`config.mk`:
```
export PLATFORM = sky130hd
export DESIGN_NAME = alu_mc
export DESIGN_NICKNAME = d
export VERILOG_FILES = /design/src/rtl/alu_pkg.sv /design/src/rtl/alu_mc_mul_iter.sv /design/src/rtl/alu_mc.sv
export SDC_FILE = /design/constraint.sdc
export NUM_CORES = 1
export LEC_CHECK = 0
export ABC_AREA = 0
export BUFFER_PORTS_ARGS = -buffer_cell sky130_fd_sc_hd__buf_2
export CORE_ASPECT_RATIO = 2
export CORE_UTILIZATION = 38
export DETAILED_ROUTE_END_ITERATION = 10
export RECOVER_POWER = 25
export SETUP_SLACK_MARGIN = 0.05
export SYNTH_ARGS = -nofsm -noshare
export SYNTH_HDL_FRONTEND = slang
export SYNTH_HIERARCHICAL = 1
export SYNTH_SLANG_ARGS = --single-unit
export TNS_END_PERCENT = 100
```
`constraint.sdc`:
```
create_clock -name CLK -period 8.2 [get_ports CLK]
set_clock_uncertainty 0.1 [all_clocks]
set_input_delay 0.82 -clock CLK [delete_from_list [all_inputs] [get_ports CLK]]
set_output_delay 0.82 -clock CLK [all_outputs]
set_load 0.01 [all_outputs]
```
`src/rtl/alu_pkg.sv`:
```
// alu_pkg: command encoding and helpers shared by the multi-cycle ALU
package alu_pkg;
  typedef enum logic [3:0] {
    ALU_ADD   = 4'd0,
    ALU_AND   = 4'd1,
    ALU_OR    = 4'd2,
    ALU_XOR   = 4'd3,
    ALU_SLL   = 4'd4,
    ALU_SRL   = 4'd5,
    ALU_SRA   = 4'd6,
    ALU_SLT   = 4'd7,
    ALU_SLTU  = 4'd8,
    ALU_MUL   = 4'd9,
    ALU_MULH  = 4'd10,
    ALU_MULHU = 4'd11
  } alu_cmd_e;
  function automatic logic is_mul(input logic [3:0] cmd);
    return cmd inside {ALU_MUL, ALU_MULH, ALU_MULHU};
  endfunction
endpackage

```
`src/rtl/alu_mc_mul_iter.sv`:
```
// mul_iter: unsigned radix-2 shift-add multiplier, one partial product per cycle
module mul_iter #(
  parameter int XLEN = 32
) (
  input  logic                clk,
  input  logic                rst,
  input  logic                start,
  input  logic                flush,
  input  logic [XLEN-1:0]     a,
  input  logic [XLEN-1:0]     b,
  output logic                done,
  output logic [2*XLEN-1:0]   prod
);
  localparam int CW = $clog2(XLEN) + 1;
  logic [CW-1:0] cnt_q, cnt_d;
  logic [XLEN-1:0] a_q, a_d, a_s;
  logic [2*XLEN-1:0] prod_q, prod_d, p_s;
  logic [XLEN:0] sum;
  // the start cycle already performs the first step, so XLEN-1 steps remain afterwards
  always_comb begin
    a_s = start ? a : a_q;
    p_s = start ? {{XLEN{1'b0}}, b} : prod_q;
    sum = {1'b0, p_s[2*XLEN-1:XLEN]} + (p_s[0] ? {1'b0, a_s} : '0);
    a_d = a_s;
    prod_d = (start || cnt_q != '0) ? {sum, p_s[XLEN-1:1]} : prod_q;
    cnt_d = flush ? '0 : start ? CW'(XLEN - 1) : cnt_q != '0 ? cnt_q - CW'(1) : cnt_q;
  end
  // iteration state
  always_ff @(posedge clk or posedge rst)
    if (rst) begin
      cnt_q <= '0;
      a_q <= '0;
      prod_q <= '0;
    end else begin
      cnt_q <= cnt_d;
      a_q <= a_d;
      prod_q <= prod_d;
    end
  assign done = cnt_q == CW'(1);
  assign prod = prod_q;
endmodule

```
`src/rtl/alu_mc.sv`:
```
// alu_mc: multi-cycle EXE ALU with valid/ready handshakes and iterative multiplier
module alu_mc
  import alu_pkg::*;
#(
  parameter int XLEN   = 32,
  parameter bit MUL_EN = 1'b1
) (
  input  logic            CLK,
  input  logic            RESET,
  input  logic            VALID_IN_SE,
  output logic            READY_OUT_SE,
  input  logic [XLEN-1:0] OP1_SE,
  input  logic [XLEN-1:0] OP2_SE,
  input  logic            CIN_SE,
  input  logic [3:0]      CMD_SE,
  input  logic            FLUSH_SE,
  output logic            VALID_OUT_SE,
  input  logic            READY_IN_SE,
  output logic [XLEN-1:0] RES_SE,
  output logic            BUSY_SE
);
  localparam int SW = $clog2(XLEN);
  typedef enum logic [1:0] {IDLE, MUL, DONE} state_e;
  state_e state_q, state_d;
  logic vout_q, vout_d, neg_q, neg_d, hi_q, hi_d;
  logic [XLEN-1:0] res_q, res_d, alu_res, op1_mag, op2_mag;
  logic [2*XLEN-1:0] prod, prod_s;
  logic [SW-1:0] sh;
  logic start, mul_done, accept, signed_mul;
  assign sh = OP2_SE[SW-1:0];
  assign signed_mul = CMD_SE == ALU_MULH;
  assign op1_mag = (signed_mul && OP1_SE[XLEN-1]) ? -OP1_SE : OP1_SE;
  assign op2_mag = (signed_mul && OP2_SE[XLEN-1]) ? -OP2_SE : OP2_SE;
  assign prod_s = neg_q ? -prod : prod;
  assign READY_OUT_SE = state_q == IDLE && (!vout_q || READY_IN_SE) && !FLUSH_SE;
  assign accept = VALID_IN_SE && READY_OUT_SE;
  assign BUSY_SE = state_q != IDLE;
  assign VALID_OUT_SE = vout_q;
  assign RES_SE = res_q;
  mul_iter #(.XLEN(XLEN)) u_mul (
    .clk(CLK), .rst(RESET), .start(start), .flush(FLUSH_SE),
    .a(op1_mag), .b(op2_mag), .done(mul_done), .prod(prod)
  );
  // single-cycle result; multiplies land here only when the multiplier is disabled
  always_comb begin
    alu_res = '0;
    case (CMD_SE)
      ALU_ADD:  alu_res = OP1_SE + OP2_SE + XLEN'(CIN_SE);
      ALU_AND:  alu_res = OP1_SE & OP2_SE;
      ALU_OR:   alu_res = OP1_SE | OP2_SE;
      ALU_XOR:  alu_res = OP1_SE ^ OP2_SE;
      ALU_SLL:  alu_res = OP1_SE << sh;
      ALU_SRL:  alu_res = OP1_SE >> sh;
      ALU_SRA:  alu_res = XLEN'($signed(OP1_SE) >>> sh);
      ALU_SLT:  alu_res = XLEN'($signed(OP1_SE) < $signed(OP2_SE));
      ALU_SLTU: alu_res = XLEN'(OP1_SE < OP2_SE);
      default:  alu_res = '0;
    endcase
  end
  // next state and output register; flush outranks drain and completion
  always_comb begin
    state_d = state_q;
    vout_d = vout_q && !READY_IN_SE;
    res_d = res_q;
    neg_d = neg_q;
    hi_d = hi_q;
    start = 1'b0;
    if (FLUSH_SE) begin
      state_d = IDLE;
      vout_d = 1'b0;
    end else if (accept && MUL_EN && is_mul(CMD_SE)) begin
      start = 1'b1;
      state_d = MUL;
      neg_d = signed_mul && (OP1_SE[XLEN-1] ^ OP2_SE[XLEN-1]);
      hi_d = CMD_SE != ALU_MUL;
    end else if (accept) begin
      res_d = alu_res;
      vout_d = 1'b1;
    end else if (state_q == MUL && mul_done) begin
      state_d = DONE;
    end else if (state_q == DONE && (!vout_q || READY_IN_SE)) begin
      res_d = hi_q ? prod_s[2*XLEN-1:XLEN] : prod_s[XLEN-1:0];
      vout_d = 1'b1;
      state_d = IDLE;
    end
  end
  // state and output registers
  always_ff @(posedge CLK or posedge RESET)
    if (RESET) begin
      state_q <= IDLE;
      vout_q <= 1'b0;
      res_q <= '0;
      neg_q <= 1'b0;
      hi_q <= 1'b0;
    end else begin
      state_q <= state_d;
      vout_q <= vout_d;
      res_q <= res_d;
      neg_q <= neg_d;
      hi_q <= hi_d;
    end
endmodule

```
==> metrics.md <==
| Metric | Value |
|---|---|
| Status | finished, violations left |
| Failing checks | capacitance limit, slew limit |
| Tightest Hold Check Type | reg2reg |
| Wirelength per Cell | between 20 and 30 microns |
| Worst path required time | 8.48 ns |
| Clock power share | 0.164 |
| Routed wire length | a little under 90000 microns |
| Share of cells above drive strength 1 | 0.147 |
| Port bufs | 108 |
| XOR/XNOR Fraction of Synth Area | 0.0778 |
| Post-DP HPWL | 70800 microns |
| CTS Hold Bufs | 0 |
| Post-Synth Adder-Cell Area | 0.0935 |
| Met1 wire length | approximately 30000 microns |
| Htree depth | 4 |
| Fin. max-slew vios | 78 |
| FF-to-FF End | u_mul/prod[56] |
| Initial Utilization | 0.385 |
| Endpoints failing setup | 0 |
| Crit-path max cell delay | 0.73 ns |
| Mux contribution to synthesized area | 0.160 |
| Worst hold endpoint | RES_SE[2] |
| Top cells by area, synth | dfrtp_1 19%, ha_1 9.0%, mux2i_1 5.7% |
| Seq pwr share | 0.256 |
| Root buf cell | clkbuf_16 |
| Met2 WL post-DR | 44400 microns |
| Crit path launch type | input port |
| First-pass GRT wire length | 129000 microns |
| Routed vias | 18890 |
| Most common cell after layout, fill and taps aside | nand2_1 |
| Core area | 48200 sq um |
| Slew headroom | -0.192 |
| Most numerous cell on the critical path | nor3_1 |
| Area of the die | between 40000 and 50000 sq um |
| Synth area leader | dfrtp_1 |
| Max-Cap Viols | 3 |
| Maximum clock path buffer count | 3 |
| Area Overhead vs Synth | 8.69% |
| Internal | 2.74 mW |
| R2R cell count | 17 |
| Slew @ Worst Pin | 1.78 ns |
| Slowest-stage cell, CP | nor4_1 |
| Synthesized net count | 2549 |
| Final GP Congestion | 1.05 |
| Hold Path Origin | RES_SE[2] |
| WHS Path Cells | 2 |
| Total GRT Usage | 0.362 |
| Vias in the first global route | 19121 |
| Crit path cell chain | buf_2 > nor4_1 > nand3_1 > or4_1 > nor3_1 > nand2_1 > o41ai_1 > xnor2_1 > mux2_2 > nor2b_1 > ha_1 > a21o_1 > a21oi_1 > o21ai_0 > a2111oi_0 > o31a_1 > nor3_1 |
| Worst R2R Start | state_q[1] |
| Arr. time, crit path | 6.17 ns |
| Clock-pin slew on the worst setup and hold paths | ~0.06 ns |
| PnR worst setup slack | 2.30 ns |
| Ys async rst share | 1.00 |
| Nets | 2542 |
| Power Density | ~260 nW/um^2 |
| Clk sink count | 139 |
| Die X | 158 microns |
| Post-synth EDFFs | 0 |
| Leakage | 8.51 nW |
| Mean Syn Cell Area | 7.94 sq um |
| Post-route DRC violation count | 0 |
| Starting DRC count in detailed routing | around 1500 |
| Fin crit share | 0.719 |
| Num ports | 109 |
| Netlist cell types | 90 |
| CTS Buf Count | 25 |
| Fin area | 20200 sq um |
| Post-Syn Area | 18600 sq um |
| Initial antenna violation count | 4 |
| DR WL met3 | 4320 microns |
| Main combinational cell family by area after synthesis | compound AO/OA/AOI/OAI gates |
| Worst Setup End Kind | register |
| Post-Syn Instances | 2338 |
| Most frequent cells in the layout | 219 x nand2_1, 187 x o21ai_0, 171 x nor2_1 |
| Post_cts resized | 0 |
| FMAX | between 150 and 200 MHz |
| YS warnings | 6 |
| Register area share after synthesis | 0.187 |
| Num rows | approximately 110 |
| Fin. Hold Viols | 0 |
| Period minus WS final | 5.90 ns |
| Area after DPL | 19500 sq um |
| Detail Route Antenna Nets | 0 |
| RSZ-0062 raised after global routing | no |
| Pre-CTS setup slack | approximately 1.9 ns |
| Area share of the largest cell type after synthesis | 0.187 |
| Die height | roughly 310 microns |
| Logic pwr share | 0.580 |
| VDD IR max | between 0.15 and 0.2 mV |
| Total global routing overflow | 0 |
| Sw frac | 0.486 |
| Compound-cell area share of the yosys netlist | 0.242 |
| Worst R2R Setup Slack | 2.39 ns |
| Setup Buffers After CTS | 0 |
| Main synth FF type | dfrtp_1 |
| Largest net degree at the start of global routing | 96 |
| NetSw | 2.60 mW |
| TritonCTS clock tree | yes |
| Clk_lat worst skew | 0.51 ns |
| Router iterations before antenna repair | 6 |
| Crit Path Class | in2reg |
| DR top layer | met5 |
| Via/cell ratio | 6.35 |
| Synth Area in Simple Gates | 0.179 |
| Worst hold margin | around 0.38 ns |
| Worst-path fanout max | 13 |
| Seq cells post-synth | approximately 140 |
| Total Neg Setup Slack | 0 ns |
-- cells in the mapped netlist, types with 36 or more instances --
cell type and n:
inv_1 108, clkbuf_1 138, mux2_2 81, dfrtp_1 139
nor3_1 41, nor2_1 172, nand2_1 219, xor2_1 46
o21ai_0 187, a21oi_1 161, mux2i_1 105, mux4_2 45
xnor2_1 119, nor2b_1 77, nand3_1 36, ha_1 134
-- worst max-delay path, delay by kind of cell --
| family | cells | cell delay, ns |
|---|---|---|
| adder cells (fa/ha/maj) | 1 | 0.38 |
| AND/OR/NAND/NOR | 7 | 2.67 |
| AO/OA/AOI/OAI | 6 | 1.72 |
| XOR/XNOR | 1 | 0.11 |
| buffers and inverters | 1 | 0.18 |
| multiplexers | 1 | 0.28 |
-- metrics by stage --
step | cells | total power, mW | utilization
2_1_floorplan | 2338 | 3.44 | -
3_3_place_gp | 2942 | 4.34 | 0.405
3_5_place_dp | 2942 | 4.40 | 0.405
4_1_cts | 2973 | 5.29 | 0.419
5_1_grt | 2974 | 5.67 | 0.418
6_report | 2976 | 5.34 | 0.419
-- logic make-up after synthesis --
group | count (synthesis)
compound gates | 688
xor+xnor | 165
fa+ha+maj | 137
buf+inv | 290
flops | 139
mux | 231
simple gates | 688
-- final cells by class --
class / instances / area, sq um
clock buffer: 31 / 648
timing repair buffer: 144 / 823
inverter: 112 / 424
fill: 5102 / 28000
antenna: 3 / 7.51
sequential: 139 / 3480
tap: 638 / 798
multi-input combinational: 1909 / 14000
-- state kept, by name (all words and copies together), names as in the netlist --
name	cells
VALID_OUT_SE	1
hi_q	1
u_mul/prod	64
u_mul/a_q	32
RES_SE	32
state_q	2
neg_q	1
u_mul/cnt_q	6
-- layer usage --
metal	track usage	up-vias
li1	-	8509
met1	0.363	9206
met2	0.624	826
met3	0.0512	345
met4	0.358	4
met5	0	-
-- worst max path at each step --
stage,endpoint,from
detailed placement,u_mul/prod[59],FLUSH_SE
finish,u_mul/prod[63],OP1_SE[3]
global route,u_mul/prod[61],state_q[1]
CTS,u_mul/prod[61],state_q[1]
global placement,u_mul/prod[59],FLUSH_SE
floorplan,u_mul/prod[57],FLUSH_SE
-- power by group through the flow --
stage | logic, mW | registers (mW) | clock network [mW]
finish | 3.10 | 1.37 | 0.873
global route | 3.36 | 1.40 | 0.915
CTS | 3.05 | 1.35 | 0.889
detailed placement | 3.03 | 1.36 | 0
global placement | 2.99 | 1.35 | 0
floorplan | 2.21 | 1.22 | 0
(Power assumes the default switching activity.)
